`src/rtl/fifo_pkg.sv`:
```
// Shared definitions for the parametrised synchronous FIFO.
// Contents:
//   - default data width and depth
//   - width helpers (pointer and occupancy count) derived from the depth
//   - read-mode selectors for the FWFT parameter
package fifo_pkg;

  localparam int DEF_DATA_W = 8;
  localparam int DEF_DEPTH  = 16;

  // Widths for the default geometry.
  localparam int DEF_PTR_W = $clog2(DEF_DEPTH);
  localparam int DEF_CNT_W = $clog2(DEF_DEPTH) + 1;

  // Read-mode selectors.
  localparam bit FWFT_OFF = 1'b0;  // registered read, one-cycle latency
  localparam bit FWFT_ON  = 1'b1;  // head word presented combinationally

  // Pointer width: indexes DEPTH entries and wraps naturally.
  function automatic int ptr_w(input int depth);
    return $clog2(depth);
  endfunction

  // Count width: needs one extra bit to represent the value DEPTH itself.
  function automatic int cnt_w(input int depth);
    return $clog2(depth) + 1;
  endfunction

endpackage

```
`src/rtl/fifo_mem_2p.sv`:
```
// DEPTH x DATA_W storage array.
// One synchronous write port and one asynchronous read port.
// Ports:
//   clk     - write clock
//   w_en    - write strobe (already qualified by the caller)
//   w_addr  - write address
//   w_data  - write data
//   r_addr  - read address
//   r_data  - read data, combinational from r_addr
module fifo_mem_2p
  import fifo_pkg::*;
#(
  parameter int DATA_W = DEF_DATA_W,
  parameter int DEPTH  = DEF_DEPTH
) (
  input  logic                     clk,
  input  logic                     w_en,
  input  logic [$clog2(DEPTH)-1:0] w_addr,
  input  logic [DATA_W-1:0]        w_data,
  input  logic [$clog2(DEPTH)-1:0] r_addr,
  output logic [DATA_W-1:0]        r_data
);

  logic [DATA_W-1:0] mem [DEPTH];

  // NOTE: the array is deliberately not reset; occupancy and pointers decide
  // which words are valid, and a reset here would prevent RAM inference.
  always_ff @(posedge clk) begin
    if (w_en) mem[w_addr] <= w_data;
  end

  assign r_data = mem[r_addr];

endmodule

```
`src/rtl/sync_fifo_param.sv`:
```
// Parametrised single-clock FIFO with programmable almost-full/almost-empty
// thresholds, occupancy count, sticky overflow/underflow flags and a
// selectable registered or first-word-fall-through read mode.
// Ports:
//   clk, rst      - clock and synchronous active-high reset
//   w_en, w_data  - write request and data
//   r_en, r_data  - read request (pop in FWFT mode) and read data
//   full, empty, almost_full, almost_empty - status decoded from count
//   count         - occupancy, 0..DEPTH
//   overflow, underflow - sticky error flags
//   clr_err       - clears both error flags (a new error in the same cycle wins)
module sync_fifo_param
  import fifo_pkg::*;
#(
  parameter int DATA_W   = DEF_DATA_W,
  parameter int DEPTH    = DEF_DEPTH,
  parameter int AF_LEVEL = DEPTH - 2,
  parameter int AE_LEVEL = 2,
  parameter bit FWFT     = FWFT_OFF
) (
  input  logic                   clk,
  input  logic                   rst,
  input  logic                   w_en,
  input  logic [DATA_W-1:0]      w_data,
  input  logic                   r_en,
  output logic [DATA_W-1:0]      r_data,
  output logic                   full,
  output logic                   empty,
  output logic                   almost_full,
  output logic                   almost_empty,
  output logic [$clog2(DEPTH):0] count,
  output logic                   overflow,
  output logic                   underflow,
  input  logic                   clr_err
);

  localparam int PTR_W = ptr_w(DEPTH);
  localparam int CNT_W = cnt_w(DEPTH);

  localparam logic [CNT_W-1:0] FULL_CNT = CNT_W'(DEPTH);
  localparam logic [CNT_W-1:0] AF_CNT   = CNT_W'(AF_LEVEL);
  localparam logic [CNT_W-1:0] AE_CNT   = CNT_W'(AE_LEVEL);

  logic [PTR_W-1:0]  wr_ptr;
  logic [PTR_W-1:0]  rd_ptr;
  logic [DATA_W-1:0] mem_rd;
  logic              wr_ok;
  logic              rd_ok;

  // Status comes only from the registered count, so accept decisions below
  // always see the flags as they were before the edge.
  assign full         = (count == FULL_CNT);
  assign empty        = (count == '0);
  assign almost_full  = (count >= AF_CNT);
  assign almost_empty = (count <= AE_CNT);

  assign wr_ok = w_en & ~full;
  assign rd_ok = r_en & ~empty;

  fifo_mem_2p #(
    .DATA_W (DATA_W),
    .DEPTH  (DEPTH)
  ) u_mem (
    .clk    (clk),
    .w_en   (wr_ok),
    .w_addr (wr_ptr),
    .w_data (w_data),
    .r_addr (rd_ptr),
    .r_data (mem_rd)
  );

  // NOTE: sequential state uses non-blocking assignments so every register
  // samples pre-edge values regardless of statement order.
  always_ff @(posedge clk) begin
    if (rst) begin
      wr_ptr    <= '0;
      rd_ptr    <= '0;
      count     <= '0;
      overflow  <= 1'b0;
      underflow <= 1'b0;
    end else begin
      if (wr_ok) wr_ptr <= wr_ptr + 1'b1;
      if (rd_ok) rd_ptr <= rd_ptr + 1'b1;

      // Simultaneous accepted write and read leave the count unchanged.
      case ({wr_ok, rd_ok})
        2'b10:   count <= count + 1'b1;
        2'b01:   count <= count - 1'b1;
        default: count <= count;
      endcase

      // Setting has priority over clearing.
      if (w_en && full)  overflow <= 1'b1;
      else if (clr_err)  overflow <= 1'b0;

      if (r_en && empty) underflow <= 1'b1;
      else if (clr_err)  underflow <= 1'b0;
    end
  end

  generate
    if (FWFT == FWFT_OFF) begin : g_reg_read
      // Registered read: data follows the accepted r_en by one cycle and
      // holds its value otherwise.
      always_ff @(posedge clk) begin
        if (rst)        r_data <= '0;
        else if (rd_ok) r_data <= mem_rd;
      end
    end else begin : g_fwft_read
      // Head word is presented directly; forced to zero while empty so stale
      // storage never leaks onto the bus.
      assign r_data = empty ? '0 : mem_rd;
    end
  endgenerate

endmodule

```
`config.mk`:
```
export PLATFORM = sky130hd
export DESIGN_NAME = sync_fifo_param
export DESIGN_NICKNAME = d
export VERILOG_FILES = /design/src/rtl/fifo_pkg.sv /design/src/rtl/fifo_mem_2p.sv /design/src/rtl/sync_fifo_param.sv
export SDC_FILE = /design/constraint.sdc
export NUM_CORES = 1
export LEC_CHECK = 0
export ABC_CLOCK_PERIOD_IN_PS = 3400
export BUFFER_PORTS_ARGS = -buffer_cell sky130_fd_sc_hd__buf_2
export CAP_MARGIN = 15
export CORE_MARGIN = 2
export CORE_UTILIZATION = 50
export CTS_BUF_LIST = sky130_fd_sc_hd__clkbuf_16
export CTS_CLUSTER_DIAMETER = 50
export CTS_CLUSTER_SIZE = 24
export DETAILED_ROUTE_END_ITERATION = 7
export GPL_ROUTABILITY_DRIVEN = 0
export PLACE_DENSITY = 0.66
export SYNTH_ARGS = -nofsm -noshare
export SYNTH_HDL_FRONTEND = slang
export SYNTH_SLANG_ARGS = --single-unit
```
`constraint.sdc`:
```
create_clock -name clk -period 3.4 [get_ports clk]
set_input_delay 0.68 -clock clk [delete_from_list [all_inputs] [get_ports clk]]
set_output_delay 0.68 -clock clk [all_outputs]
set_load 0.01 [all_outputs]
```
After elaboration in Yosys (flattened, before gate mapping)
Memory sizes are Yosys's and may differ from the RTL's. A register that Yosys moved wholly into a read port is not among the register bits. Index checks and enable logic that the tools add are counted.

Add/subtract/negate cells: 4. Order comparisons: 2. Eq/ne operators: 3. Multiplexer cells: 6. Bitwise logic cells: 4. Reduce and logical (&&, ||, !) cells: 6.

Operators by type and width (number): $pmux 5 s2 (1); $add 4x1->4 const B (2); $reduce_bool 2->1 (3); $add 5x1->5 const B (1); $eq 5x5->1 const B (1); $ge 5x4->1 const B (1); $le 5x2->1 const B (1); $logic_not 5->1 (1); $mux 1 (5); $sub 5x1->5 const B (1); $and 1x1->1 (2); $eq 2x1->1 const B (1); $eq 2x2->1 const B (1); $logic_and 1x1->1 (2); $not 1->1 (2).

Flip-flop bits (word level): 15. Memory bits (writable): 128. Input bits: 13. Output and inout bits: 19. Logic and storage cells: 31. Memories kept: 1.

Memories: u_mem.mem (words 16, bits a word 8, rd ports 1, clocked after Yosys merged registers in 1, wr ports 1, line fifo_mem_2p.sv:24) `logic [DATA_W-1:0] mem [DEPTH];`.

Longest topological paths before layout
Depth after elaboration: 5. Gate-level depth with buffers: 13. Depth with buffers taken out: 11.

By module
A second synthesis with hierarchy kept.

Cells, all modules: 335. Area, all modules: 6097.1 sq um.

Modules (own cells, without submodules): fifo_mem_2p (times used 1, cells each 221, area an instance 4987.3 sq um, sequential area each 3843.7 sq um); sync_fifo_param (times used 1, cells each 114, area an instance 1109.8 sq um, sequential area each 460.4 sq um).

Worst setup path after synthesis
OpenSTA, ideal clock, no wires.

Kind: register -> register. Start point: register count[1]. End point: register count[4]. Setup time: 0.123 ns. Data arrival time: 2.717 ns. Required time: 3.277 ns. Slack: 0.559 ns. Stages on the path, launching flop included: 14. Buffers on the path: 3. Period minus slack after synthesis: 2.841 ns. Cells stage by stage: dfxtp_1 -> buf_2 -> nor4_4 -> a21boi_1 -> buf_2 -> ha_1 -> clkbuf_1 -> xor2_1 -> ha_1 -> a21oi_1 -> nand2b_1 -> a21o_1 -> a21oi_1 -> mux2_1.

Longest elaborated chain between the ends: 5. Elaborated cells on any way between the ends: 12. Those cells by class: add/sub: 2; eq/ne: 3; mux: 1; bitwise: 4; reduce/logical: 2.

RTL lines: from (decl) (line sync_fifo_param.sv:31) `output logic [$clog2(DEPTH):0] count,`; from (signal assigned) (line sync_fifo_param.sv:87) `2'b10: count <= count + 1'b1;`; from (signal assigned) (line sync_fifo_param.sv:88) `2'b01: count <= count - 1'b1;`; from (signal assigned) (line sync_fifo_param.sv:89) `default: count <= count;`; $logic_not 5->1 (*) (line sync_fifo_param.sv:53) `assign empty = (count == '0);`; $not 1->1 (*) (line sync_fifo_param.sv:58) `assign rd_ok = r_en & ~empty;`; $and 1x1->1 (*) (line sync_fifo_param.sv:58); named net rd_ok (line sync_fifo_param.sv:48) `logic rd_ok;`; $eq 2x1->1 or $eq 2x2->1 (tied branches) (line sync_fifo_param.sv:86) `case ({wr_ok, rd_ok})`; $pmux 5 s2 or $reduce_bool 2->1 (tied branches).

The timed path passes the listed nets; every way through them passes the cells marked *. A chain may end at the register's enable or synchronous reset.

Final worst setup path
Start point: register count[1]. End point: register count[4].

Longest elaborated chain between the ends: 5. Elaborated cells on any way between the ends: 12. Those cells by class: add/sub: 2; eq/ne: 3; mux: 1; bitwise: 4; reduce/logical: 2.

RTL lines (line): $eq 5x5->1 or $logic_not 5->1 (tied branches) (sync_fifo_param.sv:52, sync_fifo_param.sv:53); $not 1->1, on equally long branches (sync_fifo_param.sv:57, sync_fifo_param.sv:58); $and 1x1->1, on equally long branches (sync_fifo_param.sv:57, sync_fifo_param.sv:58); $eq 2x1->1 or $eq 2x2->1 (tied branches) (sync_fifo_param.sv:86); $pmux 5 s2 or $reduce_bool 2->1 (tied branches).

Parallel ways exist; a longest one is shown, timed or not.

==> run_results.csv <==
group,metric,value,unit
drt,vias,3256,
worst_setup_path,startpoint_type,"register",
clock_tree,cts_setup_buffers,0,
floorplanning,die_x,114,um
clock_tree,cts_sinks,151,
status,status,"finished clean",
floorplanning,die_area,13000,um2
cells_and_area,fillCellCount,920,
worst_setup_path,cp_max_fo,10,
cells_and_area,fin_nets,434,
sta,rsz0062_at_grt,"no",
grt,grt_antenna_before_repair,0,
sta,hold_viol,0,
drt,avgRoutedWirePerCell,20.4,um
grt,grt_pass1_vias,3099,
power_and_ir_drop,intPower,0.00378,W
power_and_ir_drop,powerDensity,751,nW/um2
cells_and_area,areaGrowthSynthToFinish,14.7,%
grt,grt_max_degree,34,
drt,first_pass_iters,5,
cells_and_area,diodes,0,
place,dp.final_hpwl,7.47,mm
power_and_ir_drop,ir_drop,0.348,mV
floorplanning,core-area,11900,um2
sta,finalSetupViolations,0,
floorplanning,fp.dieH,114,um
run,max-cap-violations,0,
worst_setup_path,crit_path_start,"count[1]$_SDFFE_PP0P_",
sta,min_period_over_period,0.785,
floorplanning,ioPinCount,32,
worst_setup_path,r2r_start,"count[1]$_SDFFE_PP0P_",
drt,drc_errors,0,
drt,postRouteAntennaNets,0,
worst_setup_path,crit_required,3.69,ns
clock_tree,cts_hold_buf,0,
clock_tree,clk_latency,0.41,ns
hold_path,hold_path.class,"reg -> reg",
worst_setup_path,crit_arrival,2.96,ns
clock_tree,clkTransAtPathRegs,0.06,ns
sta,fin_crit,2.67,ns
power_and_ir_drop,p_sw_frac,0.277,
drt,via_per_inst,5.69,
power_and_ir_drop,p_sw,0.00145,W
logic_synthesis,ys_types,38,
sta,skew,0.0136,ns
sta,relSlewSlack,0.440,
grt,grt_pass1_wl,18.0,mm
drt,drt-total-wl,11.7,mm
cells_and_area,fin_util,0.585,
logic_synthesis,ys_ff_latch,151,
clock_tree,root_buffer,"clkbuf_16",
worst_setup_path,timing.reg2reg.setup_slack,0.73,ns
logic_synthesis,synth-seq-area-share,0.709,
cells_and_area,drive_above_1_share,0.209,
power_and_ir_drop,p_comb_frac,0.204,
grt,grt_use_total,0.191,
clock_tree,cts_buffers,17,
sta,setup_tns,0,ns
cells_and_area,seqCellArea,4310,um2
logic_synthesis,syn-num-nets,400,
logic_synthesis,postSynthAreaPerCell,16.1,um2
floorplanning,initial_core_util,0.510,
floorplanning,std_cell_rows,40,
sta,maxSlewViolCount,0,
power_and_ir_drop,clkPwrFrac,0.360,
cells_and_area,multiInputGateArea,1630,um2
clock_tree,cts_buffer_depth,2,
clock_tree,post_cts_resized,0,
logic_synthesis,syn_inst,378,
grt,grt-ovfl-total,0,
worst_setup_path,r2r-end,"count[4]$_SDFFE_PP0P_",
power_and_ir_drop,seq_power_share,0.437,
logic_synthesis,syn-cell-area,6070,um2
worst_setup_path,critical_path.endpoint,"count[4]$_SDFFE_PP0P_",
worst_setup_path,crit_type,"reg -> reg",
sta,fmax,0.375,GHz
place,io_buffers,31,
drt,first_iter_violations,326,
worst_setup_path,r2r_cells,10,
worst_setup_path,endpoint_kind,"register",
clock_tree,cts_tree,"built",
clock_tree,cts-htree-levels,4,
sta,tightest_slew,0.837,ns
logic_synthesis,yosysWarningCount,0,
power_and_ir_drop,p_leak,2.31,nW
synth_stat cells:
cell type  instances  area [um2]
or3_4              1        11.3
buf_4              1        7.51
nand2_1           10        37.5
and2_1             2        12.5
xnor2_1            2        17.5
xor2_1             7        61.3
nand2b_1           5        31.3
a311oi_1           8        70.1
a2111oi_0          1        8.76
mux2_1             1        11.3
a21oi_1            5        25.0
edfxtp_1         128        3840
nor4_4             1        21.3
a22oi_1           11        82.6
buf_2             12        60.1
nor4_1             1        6.26
dfxtp_1           23         460
o21ai_0            2        10.0
nor2_1            45         169
mux4_2            16         360
buf_1              2        7.51
nand3b_1           1        7.51
mux2i_1           34         340
nand3_1            2        10.0
a21boi_1           1        7.51
a21o_1             2        15.0
inv_1              5        18.8
nor2b_1            3        18.8
or3_1              1        6.26
nor3_1             4        20.0
a211o_1            1        8.76
nand4_1            2        12.5
nor3b_1            1        7.51
clkbuf_1           7        26.3
a21boi_2           1        11.3
ha_1               9         113
buf_6              2        22.5
o22ai_1           18         113
how the worst min path moves through the flow:
| stage | startpoint | endpoint | cells after the start |
|---|---|---|---|
| floorplan | r_data[0]$_SDFFE_PP0P_ | r_data[0]$_SDFFE_PP0P_ | 2 |
| global placement | r_data[6]$_SDFFE_PP0P_ | r_data[6]$_SDFFE_PP0P_ | 2 |
| detailed placement | r_data[5]$_SDFFE_PP0P_ | r_data[5]$_SDFFE_PP0P_ | 2 |
| CTS | r_data[5]$_SDFFE_PP0P_ | r_data[5]$_SDFFE_PP0P_ | 2 |
| global route | r_data[5]$_SDFFE_PP0P_ | r_data[5]$_SDFFE_PP0P_ | 2 |
| finish | r_data[5]$_SDFFE_PP0P_ | r_data[5]$_SDFFE_PP0P_ | 2 |
flip-flops by register name, indices dropped and copies added, names as in the netlist:
register / flops
count: 5
overflow: 1
r_data: 8
rd_ptr: 4
u_mem.mem: 128
underflow: 1
wr_ptr: 4
layout make-up:
| type | instances | share of cell area |
|---|---|---|
| repair buffers | 39 | 0.0327 |
| inverters | 5 | 0.00269 |
| multi-input cells | 198 | 0.234 |
| clock inverters | 15 | 0.0255 |
| clock buffers | 17 | 0.0611 |
| well taps | 147 | 0.0264 |
| flip-flops and latches | 151 | 0.618 |
through the flow:
stage	std cells	hold WS [ns]	total power, W	area, um2	setup slack (ns)
final	572	0.495	0.00523	6970	0.732
after global routing	572	0.520	0.00549	6970	0.422
after CTS	572	0.500	0.00527	6970	0.732
after detailed placement	540	0.492	0.00340	6360	0.688
after global placement	540	0.486	0.00337	6360	0.693
after floorplan	378	0.518	0.00307	6070	0.559
layout by cell type, fill, tap and decap left out, types with 4 or more instances in the layout:
cell	instances
edfxtp_1	128
nor2_1	45
mux2i_1	34
buf_2	31
dfxtp_1	22
o22ai_1	18
clkbuf_16	17
mux4_2	16
a22oi_1	11
nand2_1	10
ha_1	9
a311oi_1	8
xor2_1	7
buf_4	7
inv_1	5
nand2b_1	5
a21oi_1	5
nor3_1	4
clkinv_4	4
cells by family after synthesis:
logic type,count (synthesis),share of synthesized area
mux,51,0.117
compound gates,50,0.0579
xor+xnor,9,0.0130
flops,151,0.709
buf+inv,29,0.0235
fa+ha+maj,9,0.0185
simple gates,79,0.0612
power by group through the flow:
stage	logic, W	registers [W]	clock network [W]
2_1_floorplan	0.000778	0.00229	0
3_3_place_gp	0.00106	0.00231	0
3_5_place_dp	0.00108	0.00232	0
4_1_cts	0.00108	0.00229	0.00191
5_1_grt	0.00118	0.00231	0.00199
6_report	0.00107	0.00228	0.00188
metal layers:
metal,vias up,GRT usage,routed length [um]
met5,-,0,0
met4,0,0.0480,53
met3,4,0.0556,782
met2,89,0.284,5660
met1,1629,0.281,5170
li1,1534,-,-
critical path: stages (launching register included):
cell,delay [ns]
dfxtp_1,0.41
nor4_4,0.37
a21boi_1,0.14
ha_1,0.33
xor2_1,0.19
ha_1,0.21
a21oi_1,0.19
nand2b_1,0.08
a21o_1,0.18
a21oi_1,0.14
mux2_1,0.33
No activity file was read; power rests on OpenSTA's default activity.
